**config.mk**
```make
export PLATFORM = sky130hd
export DESIGN_NAME = tuple_serializer_flat
export DESIGN_NICKNAME = d
export VERILOG_FILES = /design/src/rtl/tuple_serializer_pkg.sv /design/src/rtl/tuple_serializer_if.sv /design/src/rtl/tuple_serializer_first_set.sv /design/src/rtl/tuple_serializer.sv /design/src/flat_wrapper.sv
export SDC_FILE = /design/constraint.sdc
export NUM_CORES = 1
export LEC_CHECK = 0
export CAP_MARGIN = 30
export CORE_MARGIN = 3
export CORE_UTILIZATION = 52
export DETAILED_ROUTE_END_ITERATION = 7
export HOLD_SLACK_MARGIN = 0.03
export PLACE_DENSITY = 0.85
export SLEW_MARGIN = 10
export SYNTH_ARGS = -nofsm -noshare
export SYNTH_HDL_FRONTEND = slang
export SYNTH_SLANG_ARGS = --single-unit
```
**constraint.sdc**
```tcl
create_clock -name clk -period 2.5 [get_ports clk]
set_clock_uncertainty 0.1 [all_clocks]
set_input_delay 0.25 -clock clk [delete_from_list [all_inputs] [get_ports clk]]
set_output_delay 0.25 -clock clk [all_outputs]
set_load 0.01 [all_outputs]
```
**src/rtl/tuple_serializer_pkg.sv**
```systemverilog
// Shared types and defaults for the tuple serializer and its helpers.
package tuple_pkg;

    localparam int TUPLE_ENTRIES = 8;
    localparam int TUPLE_DATA_W  = 4;

    typedef enum logic {
        ST_IDLE = 1'b0,
        ST_SEND = 1'b1
    } state_e;

    // Field index width for a given field count; a single field still needs one bit.
    function automatic int addr_w(input int entries);
        return (entries > 1) ? $clog2(entries) : 1;
    endfunction

endpackage

```
**src/rtl/tuple_serializer_if.sv**
```systemverilog
// Tuple input stream and (addr, data) beat output stream of the serializer.
interface tuple_serializer_if #(
    parameter int ENTRIES = tuple_pkg::TUPLE_ENTRIES,
    parameter int DATA_W  = tuple_pkg::TUPLE_DATA_W,
    parameter int ADDR_W  = tuple_pkg::addr_w(ENTRIES)
);
    logic                        in_valid;
    logic                        in_ready;
    logic [ENTRIES*DATA_W-1:0]   in_tuple;
    logic [ENTRIES-1:0]          in_mask;

    logic                        out_valid;
    logic                        out_ready;
    logic [ADDR_W-1:0]           out_addr;
    logic [DATA_W-1:0]           out_data;
    logic                        out_last;

    // The serializer: consumes tuples, produces beats.
    modport slave (
        input  in_valid, in_tuple, in_mask, out_ready,
        output in_ready, out_valid, out_addr, out_data, out_last
    );

    // The environment: offers tuples, sinks beats.
    modport master (
        output in_valid, in_tuple, in_mask, out_ready,
        input  in_ready, out_valid, out_addr, out_data, out_last
    );

endinterface

```
**src/rtl/tuple_serializer_first_set.sv**
```systemverilog
// Lowest-set-bit priority encoder over a field mask.
module tuple_first_set #(
    parameter int ENTRIES = tuple_pkg::TUPLE_ENTRIES,
    parameter int ADDR_W  = tuple_pkg::addr_w(ENTRIES)
) (
    input  logic [ENTRIES-1:0] i_mask,
    output logic [ADDR_W-1:0]  o_idx,
    output logic               o_found
);

    // Scan from the top down so the lowest set bit is the last one written.
    always_comb begin
        // NOTE: every output gets a default before the loop so no path leaves it unassigned (no latch).
        o_idx   = '0;
        o_found = 1'b0;
        for (int i = ENTRIES - 1; i >= 0; i--) begin
            if (i_mask[i]) begin
                o_idx   = ADDR_W'(i);
                o_found = 1'b1;
            end
        end
    end

endmodule

```
**src/rtl/tuple_serializer.sv**
```systemverilog
// Walks a captured packed tuple and emits each masked field as an (addr, data) beat,
// lowest index first. One tuple in flight at a time.
module tuple_serializer
    import tuple_pkg::*;
#(
    parameter int ENTRIES = TUPLE_ENTRIES,
    parameter int DATA_W  = TUPLE_DATA_W,
    parameter int ADDR_W  = addr_w(ENTRIES)
) (
    input  logic              clk,
    input  logic              reset,
    tuple_serializer_if.slave bus,
    output logic              busy
);

    state_e                    r_state;
    state_e                    w_state_next;
    logic [ENTRIES*DATA_W-1:0] r_tuple;
    logic [ENTRIES-1:0]        r_mask;
    logic [ADDR_W-1:0]         r_idx;

    logic                      w_capture;
    logic                      w_advance;
    logic [ADDR_W-1:0]         w_first_idx;
    logic                      w_first_found;
    logic [ENTRIES-1:0]        w_above;
    logic [ADDR_W-1:0]         w_next_idx;
    logic                      w_next_found;

    // Starting field of a newly offered tuple.
    tuple_first_set #(
        .ENTRIES (ENTRIES),
        .ADDR_W  (ADDR_W)
    ) u_first (
        .i_mask  (bus.in_mask),
        .o_idx   (w_first_idx),
        .o_found (w_first_found)
    );

    // Pending fields strictly above the current one.
    always_comb begin
        w_above = '0;
        for (int i = 0; i < ENTRIES; i++) begin
            if (i > int'(r_idx)) begin
                w_above[i] = r_mask[i];
            end
        end
    end

    // Next field to emit; nothing found means the current beat is the last.
    tuple_first_set #(
        .ENTRIES (ENTRIES),
        .ADDR_W  (ADDR_W)
    ) u_next (
        .i_mask  (w_above),
        .o_idx   (w_next_idx),
        .o_found (w_next_found)
    );

    // State register.
    always_ff @(posedge clk) begin
        // NOTE: sequential state uses non-blocking assignments so every flop samples pre-edge values.
        if (reset) begin
            r_state <= ST_IDLE;
        end else begin
            r_state <= w_state_next;
        end
    end

    // Next-state decode and datapath enables.
    always_comb begin
        w_state_next = r_state;
        w_capture    = 1'b0;
        w_advance    = 1'b0;
        case (r_state)
            ST_IDLE: begin
                if (bus.in_valid) begin
                    w_capture = 1'b1;
                    // An empty mask is consumed without emitting anything.
                    if (w_first_found) begin
                        w_state_next = ST_SEND;
                    end
                end
            end
            ST_SEND: begin
                if (bus.out_ready) begin
                    w_advance = 1'b1;
                    if (!w_next_found) begin
                        w_state_next = ST_IDLE;
                    end
                end
            end
            default: w_state_next = ST_IDLE;
        endcase
    end

    // Captured tuple, remaining mask and current field index.
    always_ff @(posedge clk) begin
        if (reset) begin
            r_tuple <= '0;
            r_mask  <= '0;
            r_idx   <= '0;
        end else if (w_capture) begin
            r_tuple <= bus.in_tuple;
            r_mask  <= bus.in_mask;
            r_idx   <= w_first_idx;
        end else if (w_advance) begin
            // Bits at and below idx are already done, so keeping only the upper ones clears bit idx.
            r_mask <= w_above;
            if (w_next_found) begin
                r_idx <= w_next_idx;
            end
        end
    end

    assign bus.in_ready  = (r_state == ST_IDLE);
    assign bus.out_valid = (r_state == ST_SEND);
    assign bus.out_addr  = r_idx;
    assign bus.out_data  = r_tuple[int'(r_idx)*DATA_W +: DATA_W];
    assign bus.out_last  = (r_state == ST_SEND) && !w_next_found;
    assign busy          = (r_state == ST_SEND);

endmodule
```
**src/flat_wrapper.sv**
```systemverilog
// flat-port wrapper written by rule: the top's interface ports become plain ports
module tuple_serializer_flat import tuple_pkg::*;
#(
    parameter int ENTRIES = TUPLE_ENTRIES,
    parameter int DATA_W  = TUPLE_DATA_W,
    parameter int ADDR_W  = addr_w(ENTRIES)
)
  (clk, reset, busy, bus_in_valid, bus_in_tuple, bus_in_mask, bus_out_ready, bus_in_ready, bus_out_valid, bus_out_addr, bus_out_data, bus_out_last);
  tuple_serializer_if #(.ENTRIES(ENTRIES), .DATA_W(DATA_W), .ADDR_W(ADDR_W)) bus_i ();
  input  logic clk;
  input  logic reset;
  output logic busy;
  input wire logic [$bits(bus_i.in_valid)-1:0] bus_in_valid;
  input wire logic [$bits(bus_i.in_tuple)-1:0] bus_in_tuple;
  input wire logic [$bits(bus_i.in_mask)-1:0] bus_in_mask;
  input wire logic [$bits(bus_i.out_ready)-1:0] bus_out_ready;
  output wire logic [$bits(bus_i.in_ready)-1:0] bus_in_ready;
  output wire logic [$bits(bus_i.out_valid)-1:0] bus_out_valid;
  output wire logic [$bits(bus_i.out_addr)-1:0] bus_out_addr;
  output wire logic [$bits(bus_i.out_data)-1:0] bus_out_data;
  output wire logic [$bits(bus_i.out_last)-1:0] bus_out_last;
  assign bus_i.in_valid = bus_in_valid;
  assign bus_i.in_tuple = bus_in_tuple;
  assign bus_i.in_mask = bus_in_mask;
  assign bus_i.out_ready = bus_out_ready;
  assign bus_in_ready = bus_i.in_ready;
  assign bus_out_valid = bus_i.out_valid;
  assign bus_out_addr = bus_i.out_addr;
  assign bus_out_data = bus_i.out_data;
  assign bus_out_last = bus_i.out_last;
  tuple_serializer #(.ENTRIES(ENTRIES), .DATA_W(DATA_W), .ADDR_W(ADDR_W)) u_core (.clk(clk), .reset(reset), .bus(bus_i), .busy(busy));
endmodule
```
==> results.md, run 1 <==
- GPL Wtd Cong: between 0.9 and 1
- Die Ht: just under 70 µm
- Global-route wire length before repair: approximately 8700 µm
- Mean post-synth cell area: between 7 and 8 µm²
- Post-synth EDFFs: 0
- Fin cells: around 370
- Die area: 4844 µm²
- Setup tns final: 0 ns
- Worst hold slack: about 0.36 ns
- R2R Path Start: u_core.bus.out_addr[2]
- Crit Path Max Fanout: 9
- Critical path arrival: 2.01 ns
- YS warnings: 0
- Root buf cell: clkbuf_8
- Crit path capture: bus_out_data[1]
- Dpl cells: roughly 360
- Slew HR: 0.6929
- Final hold vios: 0
- Util after Layout: 0.7409
- TritonCTS clock tree: built
- Routed vias/inst: roughly 5.6
- Final setup fails: 0
- Power per cell area: approximately 600 nW/µm²
- Final min period: about 2.4 ns
- TritonCTS Sinks: 43
- H-tree Lvls: 2
- Achievable Freq: about 420 MHz
- Area contributors post-synth: dfxtp_1, nand2_1, a21oi_1
- FF-to-FF End: u_core.bus.out_addr[1]
- Cts hold-fix bufs: 0
- Total iterations of the first detailed-routing run: 4
- Ant. Diodes: 0
- RSZ-0062 raised after global routing: no
- Max cap viols: 0
- Netlist cell types: 36
- Synthesized Nets: slightly above 300
- Hpwl dp: ~3900 µm
- Asr flop ratio synth: 0
- Fin crit share: 0.9437
- Outcome: complete, no violations
- DRT iter0 DRCs: between 150 and 200
- Worst min path class: flop to flop
- Critical Path End Type: output pin
- Routed vias: between 2000 and 2500
- Worst Reg-to-Reg Cells: 7
- ANT nets after route: 0
- Num rows: 22
- DRC: 0
- # nets final: around 360
- GRT overflow: 0
- Post-Syn Area: around 2100 µm²
- Layout cells sized above 1: 0.1129
- IO Count: 55
- Largest net degree at the start of global routing: slightly above 40
- Vias in the first global route: about 2000
- PortBufs: 54
- Initial antenna violation count: 0
- Worst Setup SP: u_core.bus.out_addr[0]
- Leakage: between 1 and 1.5 nW
- Routed Wire Length: approximately 5300 µm
- DIE WIDTH: 69.60 µm
- CTS max path bufs: 2
- Peak supply drop: 0.0004026 V
- Starting density of the core: 0.5577
- WL per Instance: between 10 and 15 µm
- Clock latency on the worst-skew pair: 0.30 ns
- Least-Margin Pin Slew: between 0.4 and 0.5 ns
- CP Class: flop to output pin
- Post-synth top area share: 0.4093
- Core ar.: between 3000 and 4000 µm²
- CTS clk-pin slew, worst paths: ~0.08 ns
- TritonCTS buffer count: 5
- Setup crit start kind: flop
- Max-slew violation count: 0
- Cell taking the most area after synthesis: dfxtp_1
- Synth Instances: between 200 and 300
- Sequential area share after synthesis: 0.4093
- FF-to-FF setup slack: 0.44 ns
- Top cells by count, synth: nand2_1, a21oi_1, dfxtp_1, nor2_1, mux4_2
- CP Data Required Time: 2.15 ns
- Dominant synthesized flop cell: dfxtp_1
- Total GRT Usage: 0.2241
- PnR Total Power: between 0.0015 and 0.002 W
- Yosys reg bits: 43
- Most common cell in the netlist: nand2_1
- Area delta synth->final: 32.84%
[layer usage]
layer | global-route usage | wire length (µm)
met5 | 0 | 0
met4 | 0.09544 | 134
met3 | 0.06232 | 374
met2 | 0.3739 | 2652
met1 | 0.2690 | 2167
[placed cells by master (no fill, tap or decap), types with 2 or more instances in the layout]
| master | instances |
|---|---|
| nand2_1 | 90 |
| clkdlybuf4s50_1 | 54 |
| a21oi_1 | 45 |
| dfxtp_1 | 42 |
| buf_4 | 10 |
| nor2_1 | 9 |
| mux4_2 | 7 |
| a31oi_1 | 6 |
| clkbuf_8 | 6 |
| nand3_1 | 5 |
| inv_1 | 4 |
| o21ai_0 | 4 |
| o211ai_1 | 4 |
| inv_2 | 3 |
| o31ai_2 | 2 |
| o2bb2ai_1 | 2 |
| nor3_1 | 2 |
| nand2b_1 | 2 |
| o211a_1 | 2 |
| o31ai_1 | 2 |
[final cells by class]
class / count / area (µm²)
multi-input cells: 197 / 1127
fillers: 301 / 977.2
flip-flops and latches: 43 / 862.1
repair buffers: 65 / 626.9
clock buffers: 6 / 82.58
well taps: 48 / 60.06
inverters: 7 / 26.28
clock inverters: 1 / 8.758
[flip-flops by register name, summed over array words and instances, names as in the netlist]
register and cells:
u_core.r_tuple 32, u_core.r_mask 7, u_core.bus.out_addr 3, u_core.bus.out_valid 1
[critical path: stages, from the launching register on]
cell	delay, ns
dfxtp_1	0.34
buf_4	0.21
mux4_1	0.56
nand2_1	0.08
nand2_1	0.06
clkdlybuf4s50_1	0.47
[cells by family (layout without fill, tap and decap cells)]
group | Yosys count | in the layout | synth area share
mux | 9 | 9 | 0.09280
simple gates | 116 | 116 | 0.2261
flops | 43 | 43 | 0.4093
compound gates | 72 | 72 | 0.2159
buf+inv | 26 | 79 | 0.05591
[power by group]
| part | switching (W) | leakage, nW | internal (W) |
|---|---|---|---|
| Clock | 0.000242 | 0.0477 | 0.000222 |
| Sequential | 0.0000353 | 0.354 | 0.000733 |
| Combinational | 0.000213 | 0.651 | 0.000226 |
[worst min path at each step]
stage | from | endpoint | slack, ns | cells past startpoint
5_1_grt | u_core.r_tuple[15] | u_core.r_tuple[15] | 0.38 | 2
3_5_place_dp | u_core.r_tuple[17] | u_core.r_tuple[17] | 0.35 | 2
2_1_floorplan | bus_in_tuple[5] | u_core.r_tuple[5] | 0.29 | 2
4_1_cts | u_core.r_tuple[17] | u_core.r_tuple[17] | 0.36 | 2
6_report | u_core.r_tuple[17] | u_core.r_tuple[17] | 0.36 | 2
3_3_place_gp | u_core.r_tuple[14] | u_core.r_tuple[14] | 0.34 | 2
[what timing repair did]
| action | in CTS | in global routing |
|---|---|---|
| gates resized for setup | 0 | 2 |
| buffers inserted | 0 | 2 |
| endpoints found under the setup margin | 0 | 3 |
[metrics by stage]
stage                     setup WS, ns  cell area [µm²]
after CTS                      0.02374             2774
after detailed placement        0.3698             2683
final                           0.1408             2794
after global routing           0.02325             2794
after floorplan                 0.6797             2103
after global placement          0.4007             2683
(Power assumes the default switching activity.)
==> run 2: changes to the inputs <==
--- a/config.mk
+++ b/config.mk
@@ -6,6 +6,7 @@
 export NUM_CORES = 1
 export LEC_CHECK = 0
 export CAP_MARGIN = 30
+export CORE_ASPECT_RATIO = 0.6
 export CORE_MARGIN = 3
 export CORE_UTILIZATION = 52
 export DETAILED_ROUTE_END_ITERATION = 7
==> run 2 against run 1 <==
Effect of this change: worst hold slack got worse by 0.0041 ns; maximum frequency fell by 2.3%; via count rose by 0.87%; non-clock buffer count did not move; count of clock-buffer cells in the layout did not move; sequential share of layout area rose by 0.15 points; first-iteration DRC count rose by 50%; critical path depth rose by 1; cell count did not move; setup slack got worse by 0.057 ns; global-route usage rose by 1.0 points; critical path type unchanged; critical endpoint is now bus_out_last.
==> results.md, run 2 (synthesis results as in run 1) <==
- GRT overflow: 0
- Routed vias/inst: 5.698
- Setup ws final: between 0.08 and 0.09 ns
- Achievable Freq: ~410 MHz
- Power per cell area: just under 600 nW/µm²
- Cts hold-fix bufs: 0
- PnR Total Power: 0.001643 W
- Sw Share: 0.2974
- IO Count: 55
- Number of fill cells: 292
- Worst Setup SP: u_core.bus.out_addr[1]
- Initial antenna violation count: 0
- Num rows: 17
- DIE WIDTH: around 90 µm
- Routed Wire Length: roughly 5700 µm
- Clock power share: 0.260
- Clock latency on the worst-skew pair: about 0.3 ns
- TritonCTS clock tree: built
- Largest net degree at the start of global routing: just over 40
- Critical path arrival: 2.07 ns
- Max reg flops: 32
- Combinational cell fraction of total power: 0.266
- Total iterations of the first detailed-routing run: 5
- R2R Path Start: u_core.bus.out_addr[1]
- Dpl cells: approximately 360
- Fin cells: ~370
- Layout cells sized above 1: 0.1188
- Pint: between 0.001 and 0.0015 W
- Commonest non-fill, non-tap cell in the layout: nand2_1
- Root buf cell: clkbuf_8
- Fin crit share: 0.9663
- Commonest non-fill, non-tap cells in the layout: nand2_1, clkdlybuf4s50_1, a21oi_1
- RSZ-0062 raised after global routing: no
- Least-Margin Pin Slew: approximately 0.72 ns
- Final setup fails: 0
- PortBufs: 54
- Die area: 4869 µm²
- Vias in the first global route: approximately 1800
- Ant. Diodes: 0
- HP Start: u_core.r_tuple[0]
- Worst hold slack: 0.3552 ns
- Slew HR: 0.5218
- Setup crit start kind: flop
- Outcome: complete, no violations
- Flop pwr share: 0.474
- Hpwl dp: 4121 µm
- Total GRT Usage: 0.2343
- Peak supply drop: 0.0004218 V
- CP Data Required Time: 2.15 ns
- WL per Instance: roughly 15 µm
- Max-slew violation count: 0
- Critical Path End Type: output pin
- Routed vias: 2091
- Postcts setup bufs: 0
- ANT nets after route: 0
- TritonCTS buffer count: 5
- Pre-CTS setup slack: 0.3266 ns
- Final hold vios: 0
- Die Ht: between 50 and 60 µm
- CP Class: flop to output pin
- TritonCTS Sinks: 43
- Global-route wire length before repair: 8942 µm
- Setup tns final: 0 ns
- Starting density of the core: 0.5555
- DRC: 0
- Max cap viols: 0
- DRT iter0 DRCs: ~280
- Sw Pwr: roughly 0.00049 W
- Leakage: between 1 and 1.5 nW
- Worst min path class: flop to flop
- CTS clk-pin slew, worst paths: about 0.080 ns
- H-tree Lvls: 2
- Register name with the most flops: u_core.r_tuple
- Core ar.: around 3800 µm²
- Area delta synth->final: 32.60%
- Final min period: between 2 and 2.5 ns
- CTS max path bufs: 2
- GPL Wtd Cong: 0.9522
- Crit Path Max Fanout: 11
- # nets final: between 300 and 400
## run 2: area by class of cell
cell class	instances	area (µm²)	share of cell area
inverter	7	26.28	0.009421
multi-input combinational	197	1127	0.4042
clock buffer	6	72.57	0.02602
timing repair buffer	65	626.9	0.2248
clock inverter	2	12.51	0.004486
tap	47	58.81	0.02109
sequential	43	864.6	0.3100
## run 2: critical path, cell delays in order (launching register included)
cell	delay [ns]
dfxtp_2	0.41
buf_6	0.18
nor2_2	0.08
o2bb2ai_1	0.14
nand2b_2	0.22
nor3_1	0.17
clkdlybuf4s50_1	0.58
## run 2: per-layer routing
metal	global-route usage	part of all wire	vias up
met5	0	0	-
met4	0.04957	0.0069	0
met3	0.05216	0.091	5
met2	0.3122	0.42	105
met1	0.3801	0.48	959
li1	-	-	1022
## run 2: path summary, 6_finish.rpt
path                            end  slack, ns  depth (start not counted)
max                    bus_out_last       0.08                          6
min               u_core.r_tuple[0]       0.36                          2
max reg2reg  u_core.bus.out_addr[1]       0.58                          6
min reg2reg       u_core.r_tuple[0]       0.36                          2
## run 2: through the flow
stage | util | area, µm²
2_1_floorplan | - | 2103
3_3_place_gp | 0.7122 | 2696
3_5_place_dp | 0.7122 | 2696
4_1_cts | 0.7350 | 2783
5_1_grt | 0.7366 | 2789
6_report | 0.7366 | 2789
## run 2: timing repair
item                       in CTS  in global routing
setup endpoints to repair       1                  5
resized for setup               1                  3
gates cloned                    0                  0
pin swaps                       0                  0
## run 2: power groups by stage
stage	Sequential (W)	Clock [W]	Combinational (W)
global route	0.000784	0.000449	0.000474
floorplan	0.000779	0	0.000253
CTS	0.000775	0.000429	0.000433
global placement	0.000789	0	0.000424
detailed placement	0.000790	0	0.000429
finish	0.000779	0.000427	0.000437
